$ cat config.mk
export PLATFORM = sky130hd
export DESIGN_NAME = pen_lift_sequencer
export DESIGN_NICKNAME = d
export VERILOG_FILES = /design/src/rtl/pen_lift_sequencer.sv
export SDC_FILE = /design/constraint.sdc
export NUM_CORES = 1
export LEC_CHECK = 0
export ABC_CLOCK_PERIOD_IN_PS = 2400
export CORE_ASPECT_RATIO = 1.4
export CORE_MARGIN = 1
export CORE_UTILIZATION = 47
export CTS_CLUSTER_SIZE = 14
export DETAILED_ROUTE_END_ITERATION = 8
export GPL_TIMING_DRIVEN = 0
export PLACE_DENSITY = 0.74
export SKIP_LAST_GASP = 1
export SYNTH_ARGS = -nofsm -noshare
export SYNTH_HDL_FRONTEND = slang
export SYNTH_SLANG_ARGS = --single-unit
$ cat constraint.sdc
create_clock -name clk -period 2.4 [get_ports clk]
set_input_delay 0.36 -clock clk [delete_from_list [all_inputs] [get_ports clk]]
set_output_delay 0.36 -clock clk [all_outputs]
set_load 0.005 [all_outputs]
$ cat src/rtl/pen_lift_sequencer.sv
// Pen-lift command sequencer: accepts one servo position command at a time and
// holds off completion for a programmable number of clk_en ticks while the horn settles.
//
// state  | meaning
// IDLE   | ready for a command, pos holds the last commanded position
// SETTLE | new position driven, counting clk_en ticks down to 1
// DONE   | one-cycle completion pulse, then back to IDLE
module pen_lift_sequencer #(
  parameter int SETTLE_BITS = 16
) (
  input  logic                   clk,
  input  logic                   reset,
  input  logic                   clk_en,
  input  logic [SETTLE_BITS-1:0] settle_ticks,
  input  logic                   cmd_valid,
  input  logic                   cmd_pos,
  output logic                   cmd_ready,
  output logic                   pos,
  output logic                   busy,
  output logic                   done
);

  localparam logic SERVO_POS_UP   = 1'b0;
  localparam logic SERVO_POS_DOWN = 1'b1;

  localparam logic [1:0] ST_IDLE   = 2'd0;
  localparam logic [1:0] ST_SETTLE = 2'd1;
  localparam logic [1:0] ST_DONE   = 2'd2;

  logic [1:0]             state_q, state_d;
  logic [SETTLE_BITS-1:0] cnt_q, cnt_d;
  logic                   pos_q, pos_d;

  always_comb begin
    state_d = state_q;
    cnt_d   = cnt_q;
    pos_d   = pos_q;
    case (state_q)
      ST_IDLE: begin
        if (cmd_valid) begin
          pos_d = cmd_pos;
          // A command to the current position needs no settle time.
          if ((cmd_pos == pos_q) || (settle_ticks == '0)) begin
            state_d = ST_DONE;
          end else begin
            cnt_d   = settle_ticks;
            state_d = ST_SETTLE;
          end
        end
      end
      ST_SETTLE: begin
        if (clk_en) begin
          cnt_d = cnt_q - 1'b1;
          if (cnt_q == {{(SETTLE_BITS-1){1'b0}}, 1'b1}) begin
            state_d = ST_DONE;
          end
        end
      end
      ST_DONE: begin
        state_d = ST_IDLE;
      end
      default: begin
        state_d = ST_IDLE;
      end
    endcase
  end

  always_ff @(posedge clk or negedge reset) begin
    if (!reset) begin
      state_q <= ST_IDLE;
      cnt_q   <= '0;
      pos_q   <= SERVO_POS_UP;
    end else begin
      state_q <= state_d;
      cnt_q   <= cnt_d;
      pos_q   <= pos_d;
    end
  end

  assign cmd_ready = (state_q == ST_IDLE);
  assign busy      = (state_q == ST_SETTLE) || (state_q == ST_DONE);
  assign done      = (state_q == ST_DONE);
  assign pos       = pos_q;

  logic unused_down;
  assign unused_down = SERVO_POS_DOWN;

endmodule

Yosys cells after proc, flatten, opt, wreduce, memory -nomap -nowiden
Cells that the tools add are included.
{"block": "word_totals", "word_cells": 29, "out_inout_bits": 4, "register_bits": 19}
{"block": "classes", "add_sub_neg": 1, "muxes": 9, "reduce_logical": 8, "eq_ne": 8}
{"operator": "16-bit 2-to-1 mux", "count": 3}
{"operator": "16-bit one-hot mux with 2 select lines", "count": 1}
{"operator": "16-bit by 1-bit equality test with 1-bit output (second input constant)", "count": 1}
{"operator": "16-bit zero test", "count": 1}
{"operator": "16-bit by 1-bit subtractor with 16-bit output (second input constant)", "count": 1}
{"operator": "2-bit 2-to-1 mux", "count": 4}
{"operator": "2-bit != test (second input constant)", "count": 4}
{"operator": "2-bit one-hot mux with 2 select lines", "count": 1}
{"operator": "4-bit AND reduction", "count": 1}
{"operator": "3-bit AND reduction", "count": 1}
{"operator": "2-bit by 1-bit equality test with 1-bit output (second input constant)", "count": 1}
{"operator": "2-bit equality test (second input constant)", "count": 1}
{"operator": "2-bit zero test", "count": 1}
{"operator": "1-bit logical OR", "count": 2}
{"operator": "2-bit AND reduction", "count": 1}
{"operator": "2-bit nonzero test", "count": 1}
{"operator": "1-bit equality test", "count": 1}

Depth between registers and ports, before layout
{"block": "depth", "word_depth": 5, "depth_mapped": 9, "mapped_depth_nobuf": 7}

Worst setup path after synthesis
No wires, ideal clock.
{"block": "synth_path", "path_type": "reg-to-reg", "startpoint": "register state_q[0]", "endpoint": "register cnt_q[14]", "path_stages_with_launch": 9, "path_buffers": 1, "synth_period_minus_slack_ps": 2323, "setup_slack_ps": 77, "t_arrival_ps": 2203, "path_cell_list": "dfrtp_1 inv_1 ha_1 clkbuf_1 nand2_1 a21oi_1 a21oi_1 or4_1 and3_1"}
{"block": "synth_between", "elab_chain_len": 3, "elab_cells_between_ends": 8, "cone_classes": "eq/ne: 4; mux: 1; reduce/logical: 3"}
{"element": "start, declared", "line": "30", "text": "logic [1:0] state_q, state_d;"}
{"element": "start signal, assigned", "line": "74", "text": "state_q <= state_d;"}
{"element": "2-bit zero test *"}
{"element": "via cmd_ready", "line": "17", "text": "output logic cmd_ready,"}
{"element": "2-bit != test (no source line) / 2-bit nonzero test (equally long branches)"}
{"element": "4-bit AND reduction (no source line)"}
{"element": "end signal, assigned", "line": "75", "text": "cnt_q <= cnt_d;"}
{"element": "end, declared", "line": "31", "text": "logic [SETTLE_BITS-1:0] cnt_q, cnt_d;"}
The timed path passes the listed nets; every way through them passes the cells marked *.
A chain may end at the register's enable or synchronous reset.

Worst setup path in the final report
{"block": "layout_path", "startpoint": "register cnt_q[9]", "endpoint": "register cnt_q[14]"}
{"block": "layout_between", "elab_chain_len": 3}
{"element": "16-bit by 1-bit subtractor with 16-bit output", "line": "53", "text": "cnt_d = cnt_q - 1'b1;"}
{"element": "16-bit 2-to-1 mux", "line": "52", "text": "if (clk_en) begin"}
{"element": "16-bit one-hot mux with 2 select lines", "line": "38", "text": "case (state_q)"}
No other way between the ends. The select of a mux whose other input is x is not followed.

==> run_results.csv <==
group,metric,value,unit
clock_tree,path_clk_slew,0.07,ns
synth,synth.top_cell.area_share,34.2,%
drt,drt_pass1_iterations,4,
drt,via_count,1558,
drt,avgViaCountPerCell,6.69,
clock_tree,cts.sinks,19,
synth,synth_async_sr_flop_share,100,%
sta,max_freq,0.420,GHz
global_routing,grtUsageMet2,47.3,%
worst_setup_path,reg2reg_setup_slack,0.02,ns
clock_tree,clock_path_buffers,2,
sta,tns,0,ns
synth,netlist_top_cells_area,"dfrtp_1 34%, a21oi_1 5.4%, ha_1 4.5%, nor4_1 4.0%, o21ai_0 3.6%",
sta,final.period_utilization,99.3,%
die,die_h,66.4,um
global_routing,grt_usage,29.1,%
synth,synth-edff-count,0,
die,dieArea,3190,um^2
synth,ys_seq_elements,19,
synth,ys.flop_type,"dfrtp_1",
sta,slew-limit-headroom,39.9,%
synth,netlist_top_cells_count,"19 x dfrtp_1, 15 x a21oi_1, 12 x nor2_1, 10 x nand2_1, 10 x o21ai_0",
global_routing,use_met1,35.9,%
clock_tree,numCtsBuffers,3,
worst_setup_path,endpoint_kind,"flop",
placed_design,gp_congestion,0.909,
worst_setup_path,cp_max_fo,8,
clock_tree,cts_root_buf,"clkbuf_8",
outcome,outcome,"complete, no violations",
sta,rsz0062_at_grt,"true",
sta,holdWs,0.529,ns
final_layout,final_nets,223,
synth,synth_nets,193,
synth,synth_warnings,0,
sta,final-hold-violation-count,0,
synth,synth_cell_types,45,
die,rows,23,
hold_path,hold_class,"flop to flop",
sta,tightest_slew,0.899,ns
drt,drc,0,
final_layout,syn_to_final_growth,29.1,%
drt,drt_iter0_markers,80,
synth,yosysMostFrequentCell,"dfrtp_1",
die,core,2850,um^2
pwr,p_leak,0.680,nW
sta,slew_violations,0,
job,maxCapViolCount,0,
worst_setup_path,arrival,2.53,ns
final_layout,post-route-cell-area,1800,um^2
worst_setup_path,required,2.55,ns
sta,finClkSkew,0.00272,ns
pwr,powerDensity,1170,nW/um^2
placed_design,placed_cell_area,1680,um^2
global_routing,grt-busiest-layer,"met2",
global_routing,grt_max_degree,20,
synth,netlist_area,1390,um^2
final_layout,drive_above_1_share,14.8,%
global_routing,grtUsageMet3,3.55,%
worst_setup_path,critPathKind,"flop to flop",
drt,routed_wl,4240,um
drt,postRouteAntennaNets,0,
clock_tree,clk_latency,0.26,ns
synth,syn_inst,167,
die,die_x,48.0,um
synth,synth_seq_area_share,34.2,%
die,io_pins,25,
sta,period_minus_slack,2.38,ns
final_layout,antennaDiodeCount,0,
global_routing,antenna_found_initial,0,
global_routing,grt_pass1_vias,1459,
placed_design,dp_hpwl,3040,um
synth,synth_top_area_cell,"dfrtp_1",
clock_tree,cts_tree,"done",
clock_tree,ctsHoldBuffers,0,
clock_tree,cts_htree_levels,1,
synth,avgSynthCellArea,8.33,um^2
worst_setup_path,critPathLaunchType,"flop",
final_layout,nFillCells,252,
placed_design,portBuffers,24,
die,start_util,48.8,%
global_routing,grt_pass1_wl,6590,um
drt,routedWlPerCell,18.2,um
sta,finalSetupViolCount,0,
pwr,max-vdd-ir-drop,888,uV
global_routing,gr-total-overflow,0,
-- state kept, by name, indices dropped and copies added (netlist names) --
| name | count |
|---|---|
| cnt_q | 16 |
| pos | 1 |
| state_q | 2 |
-- through the flow --
step           cells  setup slack (ns)  power, mW  util (%)
6_report         233            0.0172       2.10      63.1
5_1_grt          233            -0.136       2.24      63.1
4_1_cts          232           -0.0267       2.02      61.3
3_5_place_dp     228            -0.618       1.75      58.9
3_3_place_gp     228            -0.627       1.70      58.9
2_1_floorplan    167            0.0773       1.36         -
-- power by group --
part           internal [mW]  switching, mW  total, mW
clock                  0.118          0.109      0.228
combinational          0.542          0.673       1.22
sequential             0.481          0.173      0.655
-- path summary, 6_finish.rpt --
| kind | start | to | cells past startpoint |
|---|---|---|---|
| max | cnt_q[9] | cnt_q[14] | 5 |
| min | cnt_q[9] | cnt_q[9] | 1 |
| max reg2reg | cnt_q[9] | cnt_q[14] | 5 |
| min reg2reg | cnt_q[9] | cnt_q[9] | 1 |
| max in group asynchronous | reset | cnt_q[7] | 1 |
| min in group asynchronous | reset | cnt_q[15] | 1 |
-- cells in the final DEF, fill, tap and decap left out, types with 2 or more instances in the layout --
master	count
nand4_1	3
nand2_1	9
buf_4	5
or3_1	4
a21oi_2	2
mux2i_1	3
a21o_1	3
o21a_1	3
nand3_1	4
ha_1	4
nor3b_1	2
and2_1	2
o21ai_0	10
a21oi_1	13
a221o_1	3
and3_1	2
clkdlybuf4s50_1	24
nor4_2	2
dfrtp_1	18
o221ai_1	2
clkbuf_1	5
inv_1	9
nor4_1	7
nor3_1	3
or3_2	3
or4_2	2
or4_1	3
clkbuf_8	3
o211ai_1	3
nor2_1	11
a31oi_1	2
o31ai_1	4
-- repair_timing --
item / 4_1_cts / 5_1_grt
gates resized for setup: 5 / 8
gates cloned: 0 / 0
setup endpoints to repair: 15 / 18
buffers inserted: 2 / 3
pin swaps: 1 / 0
-- area by class of cell --
cell class                 count  area (um^2)  share of cell area, %
sequential                    19          477                   26.5
multi-input combinational    129          890                   49.5
tap                           37         46.3                   2.58
inverter                      10         41.3                   2.30
buffer                         5         20.0                   1.11
timing repair buffer          29          278                   15.5
clock buffer                   4         45.0                   2.51
-- logic make-up (layout without fill, tap and decap cells) --
family | count (synthesis) | after routing | share of synthesized area (%)
AO/OA/AOI/OAI | 56 | 56 | 27.2
XOR/XNOR | 1 | 1 | 0.630
adder cells (fa/ha/maj) | 5 | 5 | 4.50
buffers and inverters | 19 | 48 | 5.22
flip-flops | 19 | 19 | 34.2
multiplexers | 4 | 4 | 2.97
AND/OR/NAND/NOR | 63 | 63 | 25.3
-- worst max-delay path, stage by stage, from the launching register on --
cell and delay (ns):
dfrtp_1 0.39, or3_1 0.47, or4_1 0.45, or3_1 0.39, or4_1 0.40, and3_1 0.18
-- layer usage --
layer | up-vias | routed length, um
li1 | 704 | -
met3 | 10 | 301
met4 | 0 | 104
met2 | 79 | 2200
met5 | - | 0
met1 | 765 | 1630
Power figures use the tool's default switching activity.
